### config.mk
export PLATFORM = sky130hd
export DESIGN_NAME = reset_sequencer
export DESIGN_NICKNAME = d
export VERILOG_FILES = /design/src/rtl/reset_sequencer_pkg.sv /design/src/rtl/reset_sequencer_sync_bit.sv /design/src/rtl/reset_sequencer.sv
export SDC_FILE = /design/constraint.sdc
export NUM_CORES = 1
export LEC_CHECK = 0
export BUFFER_PORTS_ARGS = -buffer_cell sky130_fd_sc_hd__buf_2
export CAP_MARGIN = 40
export CORE_ASPECT_RATIO = 1.5
export CORE_MARGIN = 2
export CORE_UTILIZATION = 45
export CTS_CLUSTER_DIAMETER = 100
export DETAILED_ROUTE_END_ITERATION = 8
export PLACE_DENSITY = 0.69
export SYNTH_ARGS = -nofsm -noshare
export SYNTH_HDL_FRONTEND = slang
export SYNTH_SLANG_ARGS = --single-unit
### constraint.sdc
create_clock -name i_clock -period 2.1 [get_ports i_clock]
set_input_delay 0.105 -clock i_clock [delete_from_list [all_inputs] [get_ports i_clock]]
set_output_delay 0.105 -clock i_clock [all_outputs]
set_load 0.03 [all_outputs]
### src/rtl/reset_sequencer_pkg.sv
// Shared types and sizing helpers for the board-clock reset sequencer.
`timescale 1ns/100ps
package reset_sequencer_pkg;

  typedef enum logic [2:0] {
    S_PHY_RST   = 3'd0,
    S_DLY_RST   = 3'd1,
    S_WAIT_LOCK = 3'd2,
    S_HOLD      = 3'd3,
    S_RUN       = 3'd4
  } state_t;

  localparam int STATE_W = 3;
  localparam int LOSS_W  = 8;

  function automatic int max2(input int a, input int b);
    return (a > b) ? a : b;
  endfunction

  // One extra bit so the largest terminal value is always representable.
  function automatic int cnt_width(input int a, input int b, input int c, input int d);
    return $clog2(max2(max2(a, b), max2(c, d))) + 1;
  endfunction

endpackage

### src/rtl/reset_sequencer_sync_bit.sv
// Multi-flop synchronizer for one asynchronous status bit, cleared by the async reset.
`timescale 1ns/100ps
module sync_bit #(
  parameter int SYNC_STAGES = 2
) (
  input  logic i_clock,
  input  logic i_reset_n,
  input  logic i_async,
  output logic o_sync
);

  (* ASYNC_REG = "TRUE" *) logic [SYNC_STAGES-1:0] r_chain;

  // Shift the asynchronous input through the synchronizer chain.
  always_ff @(posedge i_clock or negedge i_reset_n) begin
    if (!i_reset_n) begin
      r_chain <= {SYNC_STAGES{1'b0}};
    end else begin
      r_chain <= {r_chain[SYNC_STAGES-2:0], i_async};
    end
  end

  assign o_sync = r_chain[SYNC_STAGES-1];

endmodule

### src/rtl/reset_sequencer.sv
// Reset sequencer on the raw board clock: PHY/MMCM reset, IDELAYCTRL pulse, lock debounce, core release.
// Optional status outputs (o_state, o_lock_loss_count) under RESET_SEQUENCER_STATUS_EN.
`timescale 1ns/100ps
module reset_sequencer
  import reset_sequencer_pkg::*;
#(
  parameter int N_LOCKED            = 3,
  parameter int SYNC_STAGES         = 2,
  parameter int PHY_RESET_CYCLES    = 1000,
  parameter int IDELAY_RESET_CYCLES = 8,
  parameter int DEBOUNCE_CYCLES     = 16,
  parameter int HOLD_CYCLES         = 1024
) (
  input  logic                i_clock,
  input  logic                i_reset_n,
  input  logic [N_LOCKED-1:0] i_locked,
  input  logic                i_idelayctrl_ready,
  output logic                o_mmcm_reset,
  output logic                o_idelayctrl_reset,
  output logic                o_ethernet_reset_n,
`ifdef RESET_SEQUENCER_STATUS_EN
  output logic [STATE_W-1:0]  o_state,
  output logic [LOSS_W-1:0]   o_lock_loss_count,
`endif
  output logic                o_reset
);

  localparam int CNT_W = cnt_width(PHY_RESET_CYCLES, IDELAY_RESET_CYCLES,
                                   DEBOUNCE_CYCLES, HOLD_CYCLES);
  localparam logic [CNT_W-1:0] PHY_LAST  = CNT_W'(PHY_RESET_CYCLES - 1);
  localparam logic [CNT_W-1:0] DLY_LAST  = CNT_W'(IDELAY_RESET_CYCLES - 1);
  localparam logic [CNT_W-1:0] DEB_LAST  = CNT_W'(DEBOUNCE_CYCLES - 1);
  localparam logic [CNT_W-1:0] HOLD_LAST = CNT_W'(HOLD_CYCLES - 1);
  localparam logic [CNT_W-1:0] CNT_ONE   = CNT_W'(1);

  logic [N_LOCKED:0] w_sync;
  logic              w_all_ok;
  state_t            r_state;
  state_t            w_next_state;
  logic [CNT_W-1:0]  r_count;
  logic [CNT_W-1:0]  w_next_count;

  for (genvar g = 0; g < N_LOCKED; g++) begin : g_lock_sync
    sync_bit #(.SYNC_STAGES(SYNC_STAGES)) u_sync (
      .i_clock   (i_clock),
      .i_reset_n (i_reset_n),
      .i_async   (i_locked[g]),
      .o_sync    (w_sync[g])
    );
  end

  sync_bit #(.SYNC_STAGES(SYNC_STAGES)) u_ready_sync (
    .i_clock   (i_clock),
    .i_reset_n (i_reset_n),
    .i_async   (i_idelayctrl_ready),
    .o_sync    (w_sync[N_LOCKED])
  );

  assign w_all_ok = &w_sync;

  // Next state and shared counter; >= terminal checks keep the counter from ever wrapping.
  always_comb begin
    w_next_state = r_state;
    w_next_count = r_count;
    case (r_state)
      S_PHY_RST: begin
        if (r_count >= PHY_LAST) begin
          w_next_state = S_DLY_RST;
          w_next_count = {CNT_W{1'b0}};
        end else begin
          w_next_count = r_count + CNT_ONE;
        end
      end
      S_DLY_RST: begin
        if (r_count >= DLY_LAST) begin
          w_next_state = S_WAIT_LOCK;
          w_next_count = {CNT_W{1'b0}};
        end else begin
          w_next_count = r_count + CNT_ONE;
        end
      end
      S_WAIT_LOCK: begin
        if (!w_all_ok) begin
          w_next_count = {CNT_W{1'b0}};
        end else if (r_count >= DEB_LAST) begin
          w_next_state = S_HOLD;
          w_next_count = {CNT_W{1'b0}};
        end else begin
          w_next_count = r_count + CNT_ONE;
        end
      end
      S_HOLD: begin
        if (!w_all_ok) begin
          w_next_state = S_WAIT_LOCK;
          w_next_count = {CNT_W{1'b0}};
        end else if (r_count >= HOLD_LAST) begin
          w_next_state = S_RUN;
          w_next_count = {CNT_W{1'b0}};
        end else begin
          w_next_count = r_count + CNT_ONE;
        end
      end
      S_RUN: begin
        if (!w_all_ok) begin
          w_next_state = S_WAIT_LOCK;
        end else begin
          w_next_state = S_RUN;
        end
        w_next_count = {CNT_W{1'b0}};
      end
      default: begin
        w_next_state = S_PHY_RST;
        w_next_count = {CNT_W{1'b0}};
      end
    endcase
  end

  // State register; outputs decoded from next state so they switch on the same edge.
  always_ff @(posedge i_clock or negedge i_reset_n) begin
    if (!i_reset_n) begin
      r_state            <= S_PHY_RST;
      r_count            <= {CNT_W{1'b0}};
      o_mmcm_reset       <= 1'b1;
      o_idelayctrl_reset <= 1'b1;
      o_ethernet_reset_n <= 1'b0;
      o_reset            <= 1'b1;
    end else begin
      r_state            <= w_next_state;
      r_count            <= w_next_count;
      o_mmcm_reset       <= (w_next_state == S_PHY_RST);
      o_idelayctrl_reset <= (w_next_state == S_PHY_RST) || (w_next_state == S_DLY_RST);
      o_ethernet_reset_n <= (w_next_state != S_PHY_RST);
      o_reset            <= (w_next_state != S_RUN);
    end
  end

`ifdef RESET_SEQUENCER_STATUS_EN
  // Status mirror of the state plus a saturating count of lock losses seen while running.
  always_ff @(posedge i_clock or negedge i_reset_n) begin
    if (!i_reset_n) begin
      o_state           <= {STATE_W{1'b0}};
      o_lock_loss_count <= {LOSS_W{1'b0}};
    end else begin
      o_state <= w_next_state;
      if ((r_state == S_RUN) && (w_next_state == S_WAIT_LOCK) &&
          (o_lock_loss_count != {LOSS_W{1'b1}})) begin
        o_lock_loss_count <= o_lock_loss_count + LOSS_W'(1);
      end else begin
        o_lock_loss_count <= o_lock_loss_count;
      end
    end
  end
`endif

endmodule

### Yosys cells after proc, flatten, opt, wreduce, memory -nomap -nowiden

Cells that the tools add are included.
Widths: inputs -> output; s select.

| storage, ports and cells | value |
|---|---|
| register bits | 26 |
| bits of input ports | 6 |
| output and inout port bits | 4 |
| logic and storage cells | 41 |

| cells by class | value |
|---|---|
| add/sub/neg operators | 1 |
| $lt $le $gt $ge | 4 |
| equal/unequal tests | 6 |
| multiplexer cells | 15 |
| reductions and logical operators | 5 |

Operator list:

| cell | count |
|---|---|
| $mux 11 | 6 |
| $pmux 11 s4 | 1 |
| $ge 11x10->1 const B | 2 |
| $mux 3 | 7 |
| $pmux 3 s5 | 1 |
| $add 11x1->11 const B | 1 |
| $ge 11x3->1 const B | 1 |
| $ge 11x4->1 const B | 1 |
| $eq 3x1->1 const B | 2 |
| $eq 3x2->1 const B | 2 |
| $logic_not 3->1 | 2 |
| $reduce_and 4->1 | 1 |
| $eq 3x3->1 const B | 1 |
| $ne 3x3->1 const B | 1 |
| $reduce_bool 3->1 | 1 |
| $logic_or 1x1->1 | 1 |

### Depth between registers and ports, before layout

Gate-level depths: netlist of run 1.

| logic depth | value |
|---|---|
| depth in word-level cells | 6 |
| depth in mapped cells | 6 |
| depth with buffers taken out | 5 |

### Cells and area by module

A second synthesis of run 1 with hierarchy kept.

| unflattened totals | value |
|---|---|
| cell total of the unflattened synthesis | 99 |
| area total of the unflattened synthesis | 1,107.3 µm² |

By module, submodules not included:

| module | instances | cells an instance | area each (µm²) | sequential area each (µm²) |
|---|---|---|---|---|
| reset_sequencer | 1 | 91 | 907.1 | 454.2 |
| sync_bit | 4 | 2 | 50.0 | 50.0 |

### Worst setup path after synthesis of run 1

Ideal clock, no wire load.

| timing | value |
|---|---|
| path type | register to register |
| from | register r_count[0] |
| to | register r_state[0] |
| setup time | 0.132 ns |
| arrival time | 1.753 ns |
| required time | 1.968 ns |
| slack | 0.215 ns |
| cell stages (with the launch flop) | 6 |
| path buffers | 0 |
| period minus slack after synthesis | 1.885 ns |
| cell sequence | dfrtp_1 > ha_1 > a21o_2 > a2111oi_0 > nor3_1 > or3b_1 |

| on the way | value |
|---|---|
| longest elaborated chain between the ends | 4 |
| elaborated cells between the ends (all ways) | 11 |
| classes of those cells | 4 x order compare; 7 x mux |

Ends and longest elaborated chain:

| element | line | text |
|---|---|---|
| start: declaration | reset_sequencer.sv:40 | `logic [CNT_W-1:0] r_count;` |
| start signal: assignment | reset_sequencer.sv:122 | `r_count <= {CNT_W{1'b0}};` |
| start signal: assignment | reset_sequencer.sv:129 | `r_count <= w_next_count;` |
| $ge 11x10->1 / $ge 11x4->1 (equally long branches) | reset_sequencer.sv:96, reset_sequencer.sv:85 |  |
| $mux 3, on equally long branches | reset_sequencer.sv:96, reset_sequencer.sv:85 |  |
| $mux 3, on equally long branches | reset_sequencer.sv:93, reset_sequencer.sv:83 |  |
| $pmux 3 s5 * | reset_sequencer.sv:65 | `case (r_state)` |
| via w_next_state[0] | reset_sequencer.sv:39 | `state_t w_next_state;` |
| end signal: assignment | reset_sequencer.sv:128 | `r_state <= w_next_state;` |
| end: declaration | reset_sequencer.sv:38 | `state_t r_state;` |

Mark *: on every way through the listed nets, which the timed path passes. The rest lies on a longest branch.

### Final worst setup path of run 1

| timing | value |
|---|---|
| from | register r_count[7] |
| to | register r_state[0] |

The elaborated chain is that of the path after synthesis.

==> out/qor.txt, run 1 <==
compound-gate portion of the synthesized area: 0.1754
leading cell type in the layout, fill and taps excluded: sky130_fd_sc_hd__dfrtp_1
clock latency at the later pin of the worst-skew pair: 0.32 ns
total track usage: 0.1712
end of the critical path: r_state[0]
Cell Rows: 22
initial antenna violation count: 0
fraction of the mapped netlist area in simple logic gates: 0.1848
xor/xnor cell area share of the yosys netlist: 0.05846
final number of max-transition violations: 0
number of distinct standard cells referenced by the synthesized netlist: 43
hold violation total from the final report: 0
tightest hold margin: 0.2913 ns
FILL cells: 218
Syn. warnings: 0
final wirelength: 2.306 mm
data arrival time at the worst-slack endpoint: 2.22 ns
Final Net Count: 128
crit path from: r_count[7]
Core ar.: 2477 um^2
worst max-slew margin expressed relative to the limit: 0.6028
Final ANT Viol Nets: 0
multiplexer fraction of the synthesized cell area: 0
Initial Utilization: 0.4838
most used cells in the layout excluding fill and tap cells: sky130_fd_sc_hd__dfrtp_1, sky130_fd_sc_hd__a21oi_1, sky130_fd_sc_hd__buf_2
die height: 67.21 um
first-pass GRT wire length: 3.753 mm
Req. time, crit path: 2.32 ns
main combinational cell family by area after synthesis: simple AND/OR/NAND/NOR gates
#FFs+latches synth: 26
Fmax achieved: 0.4996 GHz
n_diodes: 0
die footprint: 3101 um^2
Critical Path Fanout Max: 5
maximum number of pins on one net before global-route repair: 27
predominant post-synthesis flop cell: sky130_fd_sc_hd__dfrtp_1
Boundary Pins: 10
run status: complete, no violations
time the final worst path needs with I/O delays and setup: 2.002 ns
DRC Markers: 0
Max Clock Skew: 0.001531 ns
ratio of final minimum period to clock period: 0.9532
first-pass iteration count of the detailed router: 4
number of buffers created by CTS: 3
Max Cap Viol: 0
layout cells sized above 1: 0.2917
RSZ-0062 raised after global routing: no
mapped cell area: 1199 um^2
Synth Area per Inst: 11.99 um^2
Gate Count Post-Synth: 100
fraction of registers with async set or reset after synthesis: 1.000
global route overflow: 0
via count of the first global-routing pass: 826
Crit Path Category: reg -> reg
endpoint of the most critical register-to-register path: r_state[0]
PwrDens: 959.1 nW/um^2
Placer Congestion: 0.8102
post-synthesis sequential area ratio: 0.5459
clock buffer depth: 2
Via density: 5.882
final non-filler cell total: 144
post-synthesis adder-cell area fraction: 0.01044
Die X-Extent: 46.14 um
Detailed Route Iter0 Violations: 10
Net Count, Synth: 107
worst-case register-to-register setup slack: 0.1 ns
Worst Max-Slew Pin Slew: 0.5876 ns
Setup TNS Final: 0 ns
wire per inst: 16.01 um
Critical Path Sink Type: flop
clk root buf: sky130_fd_sc_hd__clkbuf_4
worst voltage drop across the vdd grid: 0.5878 mV
Final Setup Violations: 0
Cells after DPL: 135
nature of the critical path startpoint: flop
Hold Path Class: in -> async
total vias in the final route: 847
H-Tree Level Count: 1
depth of the most critical reg-to-reg path: 4
clock tree from TritonCTS: done
leakage power figure: 0.5833 nW
input/output buffers: 9
clock sinks: 26
P&R area growth vs syn: 19.10%
number of enable flip-flop cells after synthesis: 0
post-detail-place hpwl: 1.579 mm
clock transition at the register clock pins on the worst setup and hold paths after CTS: 0.14 ns
launch point of the worst reg-to-reg path: r_count[7]
[synthesized netlist by cell type, types with 2 or more instances]
cell type	n	area share
sky130_fd_sc_hd__o21ai_0	3	0.013
sky130_fd_sc_hd__nor2_1	5	0.016
sky130_fd_sc_hd__dfstp_2	3	0.066
sky130_fd_sc_hd__xnor2_1	3	0.022
sky130_fd_sc_hd__nand2_1	3	0.0094
sky130_fd_sc_hd__nand3_1	4	0.017
sky130_fd_sc_hd__buf_4	2	0.013
sky130_fd_sc_hd__dfrtp_1	23	0.48
sky130_fd_sc_hd__nor3_1	2	0.0084
sky130_fd_sc_hd__nand4_1	4	0.021
sky130_fd_sc_hd__nor2b_1	2	0.010
sky130_fd_sc_hd__xor2_1	5	0.037
sky130_fd_sc_hd__a21oi_1	11	0.046
[worst min path at each step]
stage                                             endpoint  slack [ns]
after floorplan           g_lock_sync[0].u_sync.r_chain[0]       -0.19
after global placement             u_ready_sync.r_chain[1]        0.12
after detailed placement           u_ready_sync.r_chain[1]        0.13
after CTS                          u_ready_sync.r_chain[1]        0.30
after global routing      g_lock_sync[0].u_sync.r_chain[0]        0.33
final                              u_ready_sync.r_chain[1]        0.29
[power breakdown]
group,switching [mW],leakage [nW],internal [mW],total [mW]
logic,0.225,0.232,0.154,0.379
registers,0.0674,0.324,0.583,0.650
clock network,0.147,0.0279,0.193,0.340
total,0.439,0.583,0.930,1.37
[cell type report]
| class | count | area, um^2 | share of cell area |
|---|---|---|---|
| clock buffers | 3 | 22.52 | 0.01578 |
| clock inverters | 1 | 30.03 | 0.02103 |
| repair buffers | 19 | 132.6 | 0.09290 |
| multi-input cells | 71 | 558.0 | 0.3909 |
| flip-flops and latches | 26 | 654.4 | 0.4584 |
| well taps | 24 | 30.03 | 0.02103 |
[registers in the layout, indices dropped and copies added, names as in the netlist]
name,flops
o_reset,1
g_lock_sync.u_sync.r_chain,6
r_state,3
o_idelayctrl_reset,1
r_count,11
o_mmcm_reset,1
o_ethernet_reset_n,1
u_ready_sync.r_chain,2
[logic make-up (layout without fill, tap and decap cells)]
family                   count (synthesis)  count (layout)
buffers and inverters                    3              23
adder cells (fa/ha/maj)                  1               1
AND/OR/NAND/NOR                         35              35
flip-flops                              26              26
XOR/XNOR                                 8               8
AO/OA/AOI/OAI                           26              26
other                                    1               1
[repair_timing]
item | 4_1_cts | 5_1_grt
endpoints found under the setup margin | 0 | 8
hold endpoints to repair | 27 | 0
setup buffers | 0 | 0
hold buffers | 5 | 0
resized for setup | 0 | 7
[metrics by stage]
stage / area, um^2 / util / power, mW / worst slack (ns)
floorplan: 1199 / - / 0.9000 / 0.2153
global placement: 1285 / 0.5187 / 0.9927 / 0.08103
detailed placement: 1285 / 0.5187 / 1.001 / 0.06251
CTS: 1388 / 0.5601 / 1.355 / 0.02026
global route: 1428 / 0.5763 / 1.448 / 0.004082
finish: 1428 / 0.5763 / 1.369 / 0.09837
[worst max-delay path, stage by stage, from the launching register on]
cell,delay [ns]
sky130_fd_sc_hd__dfrtp_1,0.46
sky130_fd_sc_hd__or4_4,0.60
sky130_fd_sc_hd__a311oi_4,0.36
sky130_fd_sc_hd__nor2b_1,0.13
sky130_fd_sc_hd__or3b_1,0.35
[per-layer routing]
metal  GRT usage  up-vias  share of wire
met4     0.07500        0          0.027
met2      0.2986       13           0.55
met1      0.1955      416           0.40
met5           0        -              0
li1            -      411              -
met3     0.03209        7          0.022
Power figures use the tool's default switching activity.
==> inputs of run 2 (changes only) <==
CORE_ASPECT_RATIO = 1.1   (was 1.5)
==> run 2 against run 1 <==
  * Count of clock-buffer cells in the layout is 1 higher
  * Final area is 2.5% lower
  * Sequential power hardly changed
  * Largest power group unchanged
  * Highest routed layer unchanged
  * First-iteration DRC count is 110% higher
==> out/qor.txt, run 2 (synthesis results as in run 1) <==
run status: complete, no violations (unchanged)
clock transition at the register clock pins on the worst setup and hold paths after CTS: 0.13 ns (was 0.14 ns)
final wirelength: 2.349 mm (was 2.306 mm)
Cells after DPL: 142 (was 135)
PwrDens: 903.4 nW/um^2 (was 959.1 nW/um^2)
Critical Path Fanout Max: 5 (unchanged)
n_diodes: 0 (unchanged)
Die X-Extent: 53.21 um (was 46.14 um)
number of buffers added for setup after CTS: 0 (unchanged)
number of buffers created by CTS: 3 (unchanged)
final number of max-transition violations: 0 (unchanged)
Hold Path Class: in -> async (unchanged)
Crit Path Category: reg -> reg (unchanged)
H-Tree Level Count: 1 (unchanged)
worst max-slew margin expressed relative to the limit: 0.5546 (was 0.6028)
first-pass GRT wire length: 4.043 mm (was 3.753 mm)
Final ANT Viol Nets: 0 (unchanged)
leakage power figure: 0.5747 nW (was 0.5833 nW)
largest registers ranked by flip-flop count: r_count: 11 flops, g_lock_sync.u_sync.r_chain: 6 flops, r_state: 3 flops (unchanged)
worst-case setup margin in the final layout: 0.1315 ns (was 0.09837 ns)
time the final worst path needs with I/O delays and setup: 1.968 ns (was 2.002 ns)
total vias in the final route: 851 (was 847)
clock tree from TritonCTS: done (unchanged)
RSZ-0062 raised after global routing: no (unchanged)
post-detail-place hpwl: 1.647 mm (was 1.579 mm)
Req. time, crit path: 2.35 ns (was 2.32 ns)
pre-CTS worst setup slack: 0.02260 ns (was 0.06251 ns)
Cell Rows: 19 (was 22)
total track usage: 0.1804 (was 0.1712)
via count of the first global-routing pass: 869 (was 826)
P&R area growth vs syn: 16.07% (was 19.10%)
Max Cap Viol: 0 (unchanged)
layout cells sized above 1: 0.2750 (was 0.2917)
Via density: 5.636 (was 5.882)
Critical Path Sink Type: flop (unchanged)
maximum number of pins on one net before global-route repair: 27 (unchanged)
wire per inst: 15.56 um (was 16.01 um)
clock latency at the later pin of the worst-skew pair: 0.32 ns (about the same)
global route overflow: 0 (unchanged)
data arrival time at the worst-slack endpoint: 2.22 ns (about the same)
die footprint: 3093 um^2 (was 3101 um^2)
final non-filler cell total: 151 (was 144)
DRC Markers: 0 (unchanged)
Final Setup Violations: 0 (unchanged)
Fmax achieved: 0.5080 GHz (was 0.4996 GHz)
Core ar.: 2520 um^2 (was 2477 um^2)
ratio of final minimum period to clock period: 0.9374 (was 0.9532)
Boundary Pins: 10 (unchanged)
Placer Congestion: 0.8070 (was 0.8102)
Detailed Route Iter0 Violations: 21 (was 10)
nature of the critical path startpoint: flop (unchanged)
worst voltage drop across the vdd grid: 0.5061 mV (was 0.5878 mV)
hold violation total from the final report: 0 (unchanged)
Final Net Count: 128 (unchanged)
clock buffer depth: 2 (unchanged)
number of flip-flops under the largest register name: 11 (unchanged)
first-pass iteration count of the detailed router: 4 (unchanged)
Setup TNS Final: 0 ns (unchanged)
die height: 58.13 um (was 67.21 um)
Max Clock Skew: 0.001924 ns (was 0.001531 ns)
total power: 1.257 mW (was 1.369 mW)
clk root buf: sky130_fd_sc_hd__clkbuf_4 (unchanged)
Initial Utilization: 0.4757 (was 0.4838)
worst-case register-to-register setup slack: 0.13 ns (was 0.1 ns)
Worst Max-Slew Pin Slew: 0.6669 ns (was 0.5876 ns)
largest register by flop count: r_count (unchanged)
input/output buffers: 9 (unchanged)
most used cells in the layout excluding fill and tap cells: sky130_fd_sc_hd__dfrtp_1, sky130_fd_sc_hd__a21oi_1, sky130_fd_sc_hd__buf_2 (unchanged)
initial antenna violation count: 0 (unchanged)
clock sinks: 26 (unchanged)
leading cell type in the layout, fill and taps excluded: sky130_fd_sc_hd__dfrtp_1 (unchanged)
==> run 2: what timing repair did <==
| action | CTS | global route |
|---|---|---|
| endpoints found under the hold margin | 27 | 0 |
| resized for setup | 0 | 3 |
| hold buffers | 5 | 0 |
| endpoints found under the setup margin | 0 | 5 |
==> run 2: layer usage <==
metal / GRT usage / wire, um / vias up
met5: 0 / 0 / -
met4: 0.07692 / 42 / 0
met3: 0.02320 / 62 / 4
met2: 0.2963 / 1240 / 14
met1: 0.2362 / 1003 / 420
li1: - / - / 413
==> run 2: final timing paths <==
check	startpoint	to	cells after the start
max in group asynchronous	i_reset_n	o_mmcm_reset	2
worst max register to register	r_count[7]	r_count[3]	5
worst min-delay path	i_reset_n	u_ready_sync.r_chain[1]	2
worst min register to register	g_lock_sync[1].u_sync.r_chain[0]	g_lock_sync[1].u_sync.r_chain[1]	0
worst max-delay path	r_count[7]	r_count[3]	5
min in group i_clock	g_lock_sync[1].u_sync.r_chain[0]	g_lock_sync[1].u_sync.r_chain[1]	0
==> run 2: worst max-delay path, stage by stage (launching register included) <==
cell and delay (ns):
sky130_fd_sc_hd__dfrtp_1 0.45, sky130_fd_sc_hd__or4_4 0.59, sky130_fd_sc_hd__a2111oi_4 0.42, sky130_fd_sc_hd__a22oi_2 0.13, sky130_fd_sc_hd__buf_4 0.18, sky130_fd_sc_hd__a21oi_1 0.13
==> run 2: cell type report <==
| cell class | count | area, um^2 |
|---|---|---|
| Clock buffer | 4 | 36.28 |
| Fill cell | 220 | 1129 |
| Multi-Input combinational cell | 71 | 529.3 |
| Sequential cell | 26 | 654.4 |
| Tap cell | 31 | 38.79 |
| Timing Repair Buffer | 19 | 132.6 |
==> run 2: metrics by stage <==
step                      hold slack [ns]    util  area (um^2)
after CTS                          0.3060  0.5477         1380
final                              0.2981  0.5521         1391
after global routing               0.3241  0.5521         1391
after detailed placement           0.1311  0.5134         1294
after global placement             0.1131  0.5134         1294
after floorplan                   -0.1906       -         1199
==> run 2: power by group <==
part / switching [mW] / internal (mW)
sequential: 0.0686 / 0.583
clock: 0.142 / 0.106
combinational: 0.212 / 0.145
